===== src/rtl/uart_mmio_rx_if.sv =====
// Word-addressed data-memory bus between the CPU and the UART receiver register block.
interface uart_mmio_rx_if;
   logic [11:0] addr;
   logic        rEn;
   logic        wEn;
   logic [31:0] dataIn;
   logic [31:0] dataOut;
   logic        hit;

   modport master (output addr, rEn, wEn, dataIn, input dataOut, hit);
   modport slave  (input addr, rEn, wEn, dataIn, output dataOut, hit);
endinterface


===== src/rtl/uart_mmio_rx.sv =====
// Oversampling UART receiver with a receive FIFO and a 4-word register block
// (DATA, STATUS, CTRL, reserved) mapped at BASE_ADDR on the dmem bus.
module uart_mmio_rx #(
   parameter int unsigned CLKS_PER_BIT = 868,
   parameter int unsigned DATA_BITS    = 8,
   parameter int unsigned PARITY       = 0,
   parameter int unsigned FIFO_DEPTH   = 16,
   parameter logic [11:0] BASE_ADDR    = 12'hF00
) (
   input  logic           clk,
   input  logic           reset,
   input  logic           serialIn,
   uart_mmio_rx_if.slave  bus,
   output logic           rxAvail,
   output logic           irq,
   output logic [7:0]     lastByte
);
   localparam int CNT_W  = $clog2(CLKS_PER_BIT);
   localparam int PTR_W  = $clog2(FIFO_DEPTH);
   localparam int CNT_FW = PTR_W + 1;
   localparam logic [CNT_W-1:0]  HALF_BIT = CNT_W'(CLKS_PER_BIT / 2);
   localparam logic [CNT_W-1:0]  FULL_BIT = CNT_W'(CLKS_PER_BIT - 1);
   localparam logic [2:0]        LAST_BIT = 3'(DATA_BITS - 1);
   localparam logic [CNT_FW-1:0] FULL_CNT = CNT_FW'(FIFO_DEPTH);

   typedef enum logic [2:0] {S_IDLE, S_START, S_DATA, S_PARITY, S_STOP} rx_state_e;

   rx_state_e         state_q, state_d;
   logic [1:0]        sync_q, sync_d;
   logic              rx_prev_q, rx_prev_d;
   logic [CNT_W-1:0]  cnt_q, cnt_d;
   logic [2:0]        bit_idx_q, bit_idx_d;
   logic [7:0]        shift_q, shift_d;
   logic              par_bad_q, par_bad_d;
   logic [PTR_W-1:0]  rd_ptr_q, rd_ptr_d, wr_ptr_q, wr_ptr_d;
   logic [CNT_FW-1:0] count_q, count_d;
   logic              parity_err_q, parity_err_d, frame_err_q, frame_err_d;
   logic              overrun_err_q, overrun_err_d;
   logic              irq_on_data_q, irq_on_data_d, irq_on_err_q, irq_on_err_d;
   logic [31:0]       data_out_q, data_out_d;
   logic              hit_q, hit_d;
   logic [7:0]        last_byte_q, last_byte_d;
   logic [7:0]        fifo_mem [FIFO_DEPTH];

   logic        rx, fall, exp_par, push, push_ok, pop, flush, full, empty;
   logic        set_par, set_frame, wr_status, wr_ctrl, in_range;
   logic [11:0] offset;
   logic [1:0]  reg_sel;
   logic [31:0] rd_data;
   logic        unused_din;

   assign rx         = sync_q[1];
   assign fall       = rx_prev_q & ~rx;
   assign exp_par    = (PARITY == 2) ? ~(^shift_q) : ^shift_q;
   assign full       = (count_q == FULL_CNT);
   assign empty      = (count_q == '0);
   assign offset     = bus.addr - BASE_ADDR;
   assign in_range   = (offset < 12'd4);
   assign reg_sel    = offset[1:0];
   assign pop        = bus.rEn & in_range & (reg_sel == 2'd0) & ~empty;
   assign wr_status  = bus.wEn & in_range & (reg_sel == 2'd1);
   assign wr_ctrl    = bus.wEn & in_range & (reg_sel == 2'd2);
   assign flush      = wr_ctrl & bus.dataIn[2];
   assign unused_din = ^bus.dataIn[31:3];

   // Receive FSM: samples mid-bit by counting down from the detected falling edge.
   always_comb begin
      // NOTE: every signal gets a default first so no path can infer a latch.
      state_d     = state_q;
      cnt_d       = cnt_q;
      bit_idx_d   = bit_idx_q;
      shift_d     = shift_q;
      par_bad_d   = par_bad_q;
      last_byte_d = last_byte_q;
      push        = 1'b0;
      set_par     = 1'b0;
      set_frame   = 1'b0;
      case (state_q)
         S_IDLE: if (fall) begin
            cnt_d   = HALF_BIT;
            state_d = S_START;
         end
         S_START: if (cnt_q != '0) cnt_d = cnt_q - 1'b1;
                  else if (!rx) begin
                     state_d   = S_DATA;
                     cnt_d     = FULL_BIT;
                     bit_idx_d = '0;
                     shift_d   = '0;
                     par_bad_d = 1'b0;
                  end else state_d = S_IDLE;
         S_DATA: if (cnt_q != '0) cnt_d = cnt_q - 1'b1;
                 else begin
                    shift_d[bit_idx_q] = rx;
                    cnt_d              = FULL_BIT;
                    bit_idx_d          = bit_idx_q + 1'b1;
                    if (bit_idx_q == LAST_BIT) state_d = (PARITY != 0) ? S_PARITY : S_STOP;
                 end
         S_PARITY: if (cnt_q != '0) cnt_d = cnt_q - 1'b1;
                   else begin
                      par_bad_d = (rx != exp_par);
                      set_par   = (rx != exp_par);
                      cnt_d     = FULL_BIT;
                      state_d   = S_STOP;
                   end
         S_STOP: if (cnt_q != '0) cnt_d = cnt_q - 1'b1;
                 else begin
                    last_byte_d = shift_q;
                    set_frame   = ~rx;
                    push        = rx & ~par_bad_q;
                    state_d     = S_IDLE;
                 end
         default: state_d = S_IDLE;
      endcase
   end

   // FIFO, sticky errors and the register block.
   always_comb begin
      sync_d    = {sync_q[0], serialIn};
      rx_prev_d = rx;
      // Push while full only succeeds when a pop frees the slot in the same cycle.
      push_ok   = push & (~full | pop);
      rd_ptr_d  = rd_ptr_q;
      wr_ptr_d  = wr_ptr_q;
      count_d   = count_q + CNT_FW'(push_ok) - CNT_FW'(pop);
      if (push_ok) wr_ptr_d = wr_ptr_q + 1'b1;
      if (pop)     rd_ptr_d = rd_ptr_q + 1'b1;
      if (flush) begin
         rd_ptr_d = '0;
         wr_ptr_d = '0;
         count_d  = '0;
      end

      parity_err_d  = (parity_err_q  & ~(wr_status & bus.dataIn[0])) | set_par;
      frame_err_d   = (frame_err_q   & ~(wr_status & bus.dataIn[1])) | set_frame;
      overrun_err_d = (overrun_err_q & ~(wr_status & bus.dataIn[2])) | (push & ~push_ok);

      irq_on_data_d = wr_ctrl ? bus.dataIn[0] : irq_on_data_q;
      irq_on_err_d  = wr_ctrl ? bus.dataIn[1] : irq_on_err_q;

      case (reg_sel)
         2'd0:    rd_data = empty ? 32'h0 : {1'b1, 23'b0, fifo_mem[rd_ptr_q]};
         2'd1:    rd_data = {16'b0, 8'(count_q), 4'b0, full, overrun_err_q, frame_err_q, parity_err_q};
         2'd2:    rd_data = {30'b0, irq_on_err_q, irq_on_data_q};
         default: rd_data = 32'h0;
      endcase
      data_out_d = (bus.rEn & in_range) ? rd_data : data_out_q;
      hit_d      = (bus.rEn | bus.wEn) ? in_range : hit_q;
   end

   always_ff @(posedge clk) begin
      // NOTE: non-blocking assignments so every flop samples pre-edge values.
      if (reset) begin
         state_q       <= S_IDLE;
         sync_q        <= 2'b11;
         rx_prev_q     <= 1'b1;
         cnt_q         <= '0;
         bit_idx_q     <= '0;
         shift_q       <= '0;
         par_bad_q     <= 1'b0;
         rd_ptr_q      <= '0;
         wr_ptr_q      <= '0;
         count_q       <= '0;
         parity_err_q  <= 1'b0;
         frame_err_q   <= 1'b0;
         overrun_err_q <= 1'b0;
         irq_on_data_q <= 1'b0;
         irq_on_err_q  <= 1'b0;
         data_out_q    <= '0;
         hit_q         <= 1'b0;
         last_byte_q   <= '0;
      end else begin
         state_q       <= state_d;
         sync_q        <= sync_d;
         rx_prev_q     <= rx_prev_d;
         cnt_q         <= cnt_d;
         bit_idx_q     <= bit_idx_d;
         shift_q       <= shift_d;
         par_bad_q     <= par_bad_d;
         rd_ptr_q      <= rd_ptr_d;
         wr_ptr_q      <= wr_ptr_d;
         count_q       <= count_d;
         parity_err_q  <= parity_err_d;
         frame_err_q   <= frame_err_d;
         overrun_err_q <= overrun_err_d;
         irq_on_data_q <= irq_on_data_d;
         irq_on_err_q  <= irq_on_err_d;
         data_out_q    <= data_out_d;
         hit_q         <= hit_d;
         last_byte_q   <= last_byte_d;
      end
   end

   // NOTE: FIFO storage is not reset; the pointers and count define what is valid.
   always_ff @(posedge clk) begin
      if (push_ok) fifo_mem[wr_ptr_q] <= shift_q;
   end

   assign bus.dataOut = data_out_q;
   assign bus.hit     = hit_q;
   assign rxAvail     = ~empty;
   assign irq         = (irq_on_data_q & rxAvail) |
                        (irq_on_err_q & (parity_err_q | frame_err_q | overrun_err_q));
   assign lastByte    = last_byte_q;
endmodule

===== src/flat_wrapper.sv =====
// flat-port wrapper written by rule: the top's interface ports become plain ports
module uart_mmio_rx_flat 
#(
   parameter int unsigned CLKS_PER_BIT = 868,
   parameter int unsigned DATA_BITS    = 8,
   parameter int unsigned PARITY       = 0,
   parameter int unsigned FIFO_DEPTH   = 16,
   parameter logic [11:0] BASE_ADDR    = 12'hF00
)
  (clk, reset, serialIn, rxAvail, irq, lastByte, bus_addr, bus_rEn, bus_wEn, bus_dataIn, bus_dataOut, bus_hit);
  uart_mmio_rx_if bus_i ();
  input  logic clk;
  input  logic reset;
  input  logic serialIn;
  output logic rxAvail;
  output logic irq;
  output logic [7:0] lastByte;
  input wire logic [$bits(bus_i.addr)-1:0] bus_addr;
  input wire logic [$bits(bus_i.rEn)-1:0] bus_rEn;
  input wire logic [$bits(bus_i.wEn)-1:0] bus_wEn;
  input wire logic [$bits(bus_i.dataIn)-1:0] bus_dataIn;
  output wire logic [$bits(bus_i.dataOut)-1:0] bus_dataOut;
  output wire logic [$bits(bus_i.hit)-1:0] bus_hit;
  assign bus_i.addr = bus_addr;
  assign bus_i.rEn = bus_rEn;
  assign bus_i.wEn = bus_wEn;
  assign bus_i.dataIn = bus_dataIn;
  assign bus_dataOut = bus_i.dataOut;
  assign bus_hit = bus_i.hit;
  uart_mmio_rx #(.CLKS_PER_BIT(CLKS_PER_BIT), .DATA_BITS(DATA_BITS), .PARITY(PARITY), .FIFO_DEPTH(FIFO_DEPTH), .BASE_ADDR(BASE_ADDR)) u_core (.clk(clk), .reset(reset), .serialIn(serialIn), .bus(bus_i), .rxAvail(rxAvail), .irq(irq), .lastByte(lastByte));
endmodule

===== config.mk =====
export PLATFORM = sky130hd
export DESIGN_NAME = uart_mmio_rx_flat
export DESIGN_NICKNAME = d
export VERILOG_FILES = /design/src/rtl/uart_mmio_rx_if.sv /design/src/rtl/uart_mmio_rx.sv /design/src/flat_wrapper.sv
export SDC_FILE = /design/constraint.sdc
export NUM_CORES = 1
export LEC_CHECK = 0
export CORE_ASPECT_RATIO = 1.75
export CORE_MARGIN = 2
export CORE_UTILIZATION = 36
export CTS_BUF_LIST = sky130_fd_sc_hd__clkbuf_4
export CTS_CLUSTER_SIZE = 16
export DETAILED_ROUTE_END_ITERATION = 6
export PLACE_DENSITY = 0.57
export SLEW_MARGIN = 10
export SYNTH_ARGS = -nofsm -noshare
export SYNTH_HDL_FRONTEND = slang
export SYNTH_SLANG_ARGS = --single-unit

===== constraint.sdc =====
create_clock -name clk -period 8.62 [get_ports clk]
set_clock_uncertainty 0.1 [all_clocks]
set_input_delay 0.862 -clock clk [delete_from_list [all_inputs] [get_ports clk]]
set_output_delay 0.862 -clock clk [all_outputs]
set_load 0.1 [all_outputs]

# Word-level counts from Yosys, hierarchy flattened
# Memory sizes are Yosys's and may differ from the RTL's. A register that Yosys moved wholly into a read port is not among the register bits.
# Cells that the tools add are included.
[word_totals] ff_bits=87 ram_bits=128 inputBits=49 output_inout_bits=43 wordCells=140 memories=1
[mem_list] memory="u_core.fifo_mem" depth=16 width=8 read_ports=1 rd_clocked_by_memory_dff=1 write_ports=1 line="uart_mmio_rx.sv:43" text="logic [7:0] fifo_mem [FIFO_DEPTH];"
[classes] addsub=7 n_lt_le_gt_ge=3 n_eq_ne=18 n_mux=41 bitwise_logic=36 n_reduce_logical=16
[ops] operator="$pmux 32 s3" n=1
[ops] operator="$mux 10" n=5
[ops] operator="$pmux 10 s4" n=1
[ops] operator="$mux 32" n=1
[ops] operator="$mux 3" n=9
[ops] operator="$mux 8" n=3
[ops] operator="$and 1x1->1" n=19
[ops] operator="$pmux 8 s2" n=1
[ops] operator="$pmux 3 s5" n=1
[ops] operator="$lt 12x3->1 const B" n=1
[ops] operator="$mux 1" n=12
[ops] operator="$reduce_and 4->1" n=3
[ops] operator="$sub 12x12->12 const B" n=1
[ops] operator="$ne 2x2->1 const B" n=5
[ops] operator="$reduce_bool 10->1" n=1
[ops] operator="$sub 10x1->10 const B" n=1
[ops] operator="$not 1->1" n=9
[ops] operator="$add 4x1->4 const B" n=2
[ops] operator="$bwmux 8" n=1
[ops] operator="$mux 4" n=2
[ops] operator="$or 1x1->1" n=8
[ops] operator="$reduce_xor 8->1" n=1
[ops] operator="$eq 3x2->1 const B" n=2
[ops] operator="$eq 3x3->1 const B" n=2
[ops] operator="other kinds (25)" n=29

# Longest topological paths before layout
# Gate-level depths: netlist of the first run.
[logic_depth] depth_word=10 depth_mapped=16 ltp_nobuf=15

# Worst setup path before layout of the first run
# No wires, ideal clock.
[synth_timing] kind="register to output" start="register u_core.count_q[2]" end="output irq" t_arrival_ps=2264 t_required_ps=7658 path_slack_ps=5394 path_stages_with_launch=6 path_buffers=0 cell_sequence="dfxtp_1 -> inv_1 -> ha_1 -> nor4b_1 -> inv_1 -> a22o_1"
[synth_via] elab_chain_len=4
[synth_lines] element="start, declared" line="uart_mmio_rx.sv:36" text="logic [CNT_FW-1:0] count_q, count_d;"
[synth_lines] element="start signal, assigned" line="uart_mmio_rx.sv:181" text="count_q <= count_d;"
[synth_lines] element="$logic_not 5->1" line="uart_mmio_rx.sv:56" text="assign empty = (count_q == '0);"
[synth_lines] element="$not 1->1" line="uart_mmio_rx.sv:200" text="assign rxAvail = ~empty;"
[synth_lines] element="named net rxAvail" line="flat_wrapper.sv:15" text="output logic rxAvail;"
[synth_lines] element="$and 1x1->1" line="uart_mmio_rx.sv:201" text="assign irq = (irq_on_data_q & rxAvail) |"
[synth_lines] element="$or 1x1->1" line="uart_mmio_rx.sv:201"
[synth_lines] element="end, declared" line="flat_wrapper.sv:16" text="output logic irq;"
# The timed path passes the listed nets, and every way through them passes these cells.

# Worst setup path in the final report of the first run
[layout_timing] start="input bus_addr[5]" end="register u_core.count_q[4]"
[layout_via] elab_chain_len=9 elab_cells_between_ends=13 cone_classes="3 x add/sub; 1 x order compare; 8 x bitwise; 1 x reduce/logical"
[layout_lines] element="start, declared" line="flat_wrapper.sv:18" text="input wire logic [$bits(bus_i.addr)-1:0] bus_addr;"
[layout_lines] element="$sub 12x12->12 (*)" line="uart_mmio_rx.sv:57" text="assign offset = bus.addr - BASE_ADDR;"
[layout_lines] element="$lt 12x3->1 (*)" line="uart_mmio_rx.sv:58" text="assign in_range = (offset < 12'd4);"
[layout_lines] element="$and 1x1->1 (*) (3 in series)" line="uart_mmio_rx.sv:60" text="assign pop = bus.rEn & in_range & (reg_sel == 2'd0) & ~empty;"
[layout_lines] element="named net u_core.pop" line="uart_mmio_rx.sv:45" text="logic rx, fall, exp_par, push, push_ok, pop, flush, full, empty;"
[layout_lines] element="$or 1x1->1" line="uart_mmio_rx.sv:121" text="push_ok = push & (~full | pop);"
[layout_lines] element="$and 1x1->1" line="uart_mmio_rx.sv:121"
[layout_lines] element="$add 5x1->5" line="uart_mmio_rx.sv:124" text="count_d = count_q + CNT_FW'(push_ok) - CNT_FW'(pop);"
[layout_lines] element="$sub 5x1->5 (*)" line="uart_mmio_rx.sv:124"
# Mark *: on every way through the listed nets, which the timed path passes. The rest lies on a longest branch.
# A chain may end at the register's enable or synchronous reset.

==> impl_metrics.ini, run 1 <==
[outcome]
status = completed

[pwr]
power.switching_mw = 0.474
pwr-share-seq = 0.524
pwr-share-clk = 0.413
cellPowerDensity_nw_per_um2 = 196
p_leak_nw = 3.28
peakVddDrop_mv = 0.131
p_sw_frac = 0.243
internal-power_mw = 1.48
combPwrFrac = 0.063

[drt]
num_vias = 5940
ant_nets = 0
drc_errors = 0
drt_pass1_iterations = 5
viasPerCell = 5.38
drt_iter0_drc = 340
wl_per_cell_um = 19.8
drt_wl_total_um = 21900

[critical_path]
cp_common_cell = inv_1
end_kind = flop
r2r_cells = 12
crit_arrival_ns = 5.04
cp-start-kind = primary input
r2r_start = u_core.state_q[2]
path_buf_inv = 4
setup.worst_path.start = bus_addr[5]
required_ns = 9.02
r2r-end = u_core.count_q[4]
critPathTopFamily = simple AND/OR/NAND/NOR gates
slowest_stage = nor2_1
worstPathMaxFanout = 21
r2r_slack_ns = 4.19
critical_path_class = in -> reg
cpPeakStageDelay_ns = 1.05
path_cells = clkdlybuf4s50_1 > nor4_2 > nand4_1 > nor2_1 > ha_1 > inv_1 > ha_1 > inv_1 > fa_1 > inv_1 > a21oi_1 > nor2_1 > or3_1 > a21oi_1

[yosys]
syn_avg_cell_area_um2 = 12.3
seq_area_frac_synth = 0.610
ys.flop_type = edfxtp_1
yosys_warnings = 0
synth.cell_area_um2 = 8690
synth_async_sr_flop_share = 0
synthCells = 705
ys_seq_elements = 201
synth_edf_count = 128
synth.distinct_cells = 66

[global_route]
antenna_found_initial = 1
grtUsageTotal = 0.171
grt_max_degree = 58
grt_pass1_wl_um = 33100
grt_pass1_vias = 6162
grt_overflow = 0

[clock_network]
htreeDepth = 2
clk_latency_ns = 0.64
postCtsSetupRepairBufs = 0
postCtsHoldBufs = 0
path_clk_slew_ns = 0.07
cts_tree = built
cts_resized = 0
cts_buffers = 45
cts_max_path_buffers = 3
clockRootBuffer = clkbuf_4
clkSinkCount = 201

[final_layout]
final_cells = 1104
syn2layout_area_growth_pct = 14.6
final-seq-area_um2 = 5310
post-route-util = 0.418
layout-drive-gt1-share = 0.136
n_fill_cell = 2288
multiInputGateArea_um2 = 3080
final_nets = 824

[flow_run]
drv_cap = 0

[sta]
worst_slack_ns = 3.98
hold_slack_ns = 0.315
final_hold_viol_count = 0
max_slew_margin = 0.301
setup-tns-final_ns = 0
fin_crit_ns = 4.64
slew_viol_final = 0
finalSetupViolations = 0
rsz0062_at_grt = false
tightest_slew_ns = 1.05
fin_crit_sh = 0.538
max_freq_mhz = 216

[min_path]
hold_path_class = reg -> reg
min_from = u_core.sync_q[0]
min_to = u_core.sync_q[1]
hold_depth = 1

[floorplan]
placementRows = 75
die_h_um = 210
die_width_um = 121
core_um2 = 23800
initial_core_util = 0.365
io_pins = 92
fp.dieArea_um2 = 25500

[placed_design]
gp_congestion = 0.831
dpl_worst_slack_ns = 3.35
place_hpwl_um = 15100
portBuffers = 44
dp_cells = 1021
==> cells in the mapped netlist (9+ instances only) <==
library cell | instances | area [um2]
o22ai_1 | 9 | 56.3
buf_4 | 19 | 143
nand3_1 | 41 | 205
mux4_2 | 16 | 360
a22oi_1 | 25 | 188
nor3_1 | 16 | 80.1
inv_1 | 19 | 71.3
clkbuf_1 | 29 | 109
dfxtp_1 | 73 | 1460
a21oi_1 | 43 | 215
ha_1 | 14 | 175
mux2i_1 | 36 | 360
o21ai_0 | 16 | 80.1
nor2_1 | 54 | 203
nor2b_1 | 9 | 56.3
edfxtp_1 | 128 | 3840
nand2_1 | 37 | 139
==> through the flow <==
| stage | instance area [um2] | power, mW |
|---|---|---|
| detailed placement | 9320 | 1.17 |
| global placement | 9320 | 1.16 |
| CTS | 9960 | 1.97 |
| floorplan | 8760 | 1.14 |
| global route | 9960 | 2.02 |
| finish | 9960 | 1.95 |
==> layer usage <==
layer  track usage  share of wire
met5             0              0
met4        0.0927          0.045
met3        0.0329          0.051
met2         0.339           0.57
met1         0.158           0.33
==> kinds of logic (layout without fill, tap and decap cells) <==
group / Yosys count / in the layout / synth area share
mux: 53 / 53 / 0.0842
flops: 201 / 201 / 0.610
simple gates: 203 / 203 / 0.118
compound gates: 140 / 140 / 0.107
buf+inv: 79 / 152 / 0.0430
xor+xnor: 13 / 13 / 0.0147
other cells: 1 / 19 / 0.000431
fa+ha+maj: 15 / 15 / 0.0225
==> cell usage in the layout, fill, tap and decap left out, types with 18 or more instances in the layout <==
cell type,count
edfxtp_1,128
conb_1,18
dfxtp_1,72
nand2_1,37
a22oi_1,25
inv_1,19
nor2_1,54
clkbuf_4,63
mux2i_1,36
clkdlybuf4s50_1,43
a21oi_1,43
nand3_1,41
==> how the worst max path moves through the flow <==
stage / slack [ns] / end / depth (start not counted)
floorplan: 5.39 / irq / 5
global placement: 3.43 / u_core.count_q[4] / 14
detailed placement: 3.35 / u_core.count_q[4] / 14
CTS: 4.06 / u_core.count_q[4] / 14
global route: 3.73 / u_core.count_q[4] / 14
finish: 3.98 / u_core.count_q[4] / 14
==> state kept, by name (all words and copies together) (netlist names), 4 cells and up, named ones only <==
register            cells
u_core.bus.dataOut     14
u_core.cnt_q           10
u_core.count_q          5
u_core.fifo_mem       128
u_core.lastByte         8
u_core.rd_ptr_q         4
u_core.shift_q          8
u_core.wr_ptr_q         4
==> layout make-up <==
cell class | instances | area share
Antenna cell | 1 | 0.000251
Inverter | 20 | 0.00754
Multi-Input combinational cell | 442 | 0.309
Timing Repair Buffer | 50 | 0.0482
Clock buffer | 63 | 0.0475
Tap cell | 308 | 0.0387
Sequential cell | 201 | 0.533
Clock inverter | 19 | 0.0160
==> power by group through the flow <==
stage | Combinational (mW) | Sequential, mW | Clock [mW]
after floorplan | 0.102 | 1.04 | 0
after global placement | 0.118 | 1.04 | 0
after detailed placement | 0.121 | 1.05 | 0
after CTS | 0.121 | 1.02 | 0.829
after global routing | 0.130 | 1.02 | 0.870
final | 0.122 | 1.02 | 0.807
No activity file was read; power rests on OpenSTA's default activity.
==> run 2, diff against run 1 <==
==> constraint.sdc (replaced) <==
create_clock -name clk -period 4.35 [get_ports clk]
set_clock_uncertainty 0.1 [all_clocks]
set_input_delay 0.435 -clock clk [delete_from_list [all_inputs] [get_ports clk]]
set_output_delay 0.435 -clock clk [all_outputs]
set_load 0.1 [all_outputs]
==> run 2 against run 1 <==
Compared with the run above: cell count increased by 0.45%; routed wire length decreased by 1.1%; non-clock buffer count increased by 15; die area unchanged; utilization decreased by 0.058 points; first-iteration DRC count decreased by 14%; clock power increased by 65%; sequential share of layout area increased by 0.074 points; critical path depth increased by 1; global-route usage increased by 0.17 points; setup slack got worse by 3.2 ns; critical path type is now reg -> reg; largest cell class unchanged.
==> impl_metrics.ini, run 2 (synthesis gave the netlist of run 1 again) <==
[outcome]
status = completed

[sta]
slew_viol_final = 0
max_freq_mhz = 277
finalSetupViolations = 0
rsz0062_at_grt = false
fin_crit_sh = 0.829
fin_crit_ns = 3.60
setup-tns-final_ns = 0
tightest_slew_ns = 1.01
worst_slack_ns = 0.746
max_slew_margin = 0.327
final_hold_viol_count = 0

[clock_network]
clk_latency_ns = 0.63
htreeDepth = 2
cts_resized = 0
cts_buffers = 45
postCtsSetupRepairBufs = 0
cts_max_path_buffers = 3
cts_tree = built
path_clk_slew_ns = 0.07
clockRootBuffer = clkbuf_4
clkSinkCount = 201
postCtsHoldBufs = 0

[critical_path]
crit_arrival_ns = 3.98
required_ns = 4.73
critical_path_class = reg -> reg
end_kind = flop
cp-start-kind = flop
worstPathMaxFanout = 11

[drt]
drt_pass1_iterations = 5
drt_wl_total_um = 21700
drt_iter0_drc = 293
viasPerCell = 5.36
num_vias = 5944
drc_errors = 0
wl_per_cell_um = 19.5
ant_nets = 0

[global_route]
antenna_found_initial = 1
grt_pass1_wl_um = 33200
grt_overflow = 0
grtUsageTotal = 0.173
grt_pass1_vias = 6154
grt_max_degree = 49

[floorplan]
io_pins = 92
placementRows = 75
fp.dieArea_um2 = 25500
core_um2 = 23800
die_width_um = 121
initial_core_util = 0.365
die_h_um = 210

[final_layout]
largest_reg_flops = 128
final_cells = 1109
final_common_cell = edfxtp_1
final_nets = 839
syn2layout_area_growth_pct = 14.4
top_register = u_core.fifo_mem
layout-drive-gt1-share = 0.143
final_cell_mix = 128 x edfxtp_1, 72 x dfxtp_1, 62 x clkbuf_4

[pwr]
peakVddDrop_mv = 0.210
p_sw_frac = 0.244
pwr-share-seq = 0.563
power.switching_mw = 0.879
cellPowerDensity_nw_per_um2 = 363
p_leak_nw = 3.29
combPwrFrac = 0.067
pwr-share-clk = 0.370
internal-power_mw = 2.73

[placed_design]
dpl_worst_slack_ns = 0.628
portBuffers = 44
place_hpwl_um = 15000
gp_congestion = 0.809
dp_cells = 1036

[flow_run]
drv_cap = 0

[min_path]
hold_path_class = in -> reg
## run 2: cell types whose count changed in the layout (fill, tap and decap cells not counted)
cell	delta
buf_4	+15
bufinv_16	-3
clkbuf_4	-1
clkinv_1	-1
clkinv_2	-5
## run 2: path summary, 6_finish.rpt
kind                         start                    end  slack [ns]  cells past startpoint
hold reg to reg   u_core.sync_q[0]       u_core.sync_q[1]        0.31                      1
setup reg to reg   u_core.cnt_q[0]      u_core.count_q[4]        0.75                     15
setup / recovery   u_core.cnt_q[0]      u_core.count_q[4]        0.75                     15
hold / removal               reset  u_core.bus.dataOut[5]        0.17                      2
## run 2: metal layers
| layer | wire length, um | vias up | global-route usage |
|---|---|---|---|
| met4 | 1090 | 0 | 0.100 |
| li1 | - | 2791 | - |
| met1 | 7290 | 2870 | 0.163 |
| met3 | 1050 | 67 | 0.0296 |
| met5 | 0 | - | 0 |
| met2 | 12200 | 216 | 0.338 |
## run 2: power by group through the flow
stage | sequential [mW] | clock, mW | combinational, mW
final | 2.03 | 1.33 | 0.242
after global routing | 2.03 | 1.47 | 0.258
after CTS | 2.03 | 1.39 | 0.240
after detailed placement | 2.07 | 0 | 0.239
after global placement | 2.07 | 0 | 0.235
after floorplan | 2.07 | 0 | 0.201
## run 2: final cells by class
type                       count  area [um2]
fill                        2327       13900
tap                          308         385
timing repair buffer          65         593
multi-input combinational    442        3080
clock inverter                10        40.0
inverter                      20        75.1
sequential                   201        5310
clock buffer                  62         465
antenna                        1        2.50
## run 2: per-stage QoR
step / hold slack [ns] / cell area (um2) / total power [mW] / util
floorplan: 0.289 / 8760 / 2.27 / -
global placement: 0.292 / 9440 / 2.31 / 0.396
detailed placement: 0.296 / 9440 / 2.31 / 0.396
CTS: 0.124 / 9940 / 3.66 / 0.417
global route: 0.164 / 9940 / 3.76 / 0.417
finish: 0.170 / 9940 / 3.61 / 0.417
## run 2: worst max-delay path, cell delays in order, from the launching register on
cell and delay, ns:
dfxtp_1 0.33, inv_1 0.10, ha_1 0.24, nor2b_1 0.51
nand4_1 0.18, buf_4 0.23, or3b_1 0.49, nor2_1 0.20
ha_1 0.20, inv_1 0.05, fa_1 0.40, inv_1 0.07
a21oi_1 0.06, nor2_1 0.12, or3_1 0.12, a21oi_1 0.05
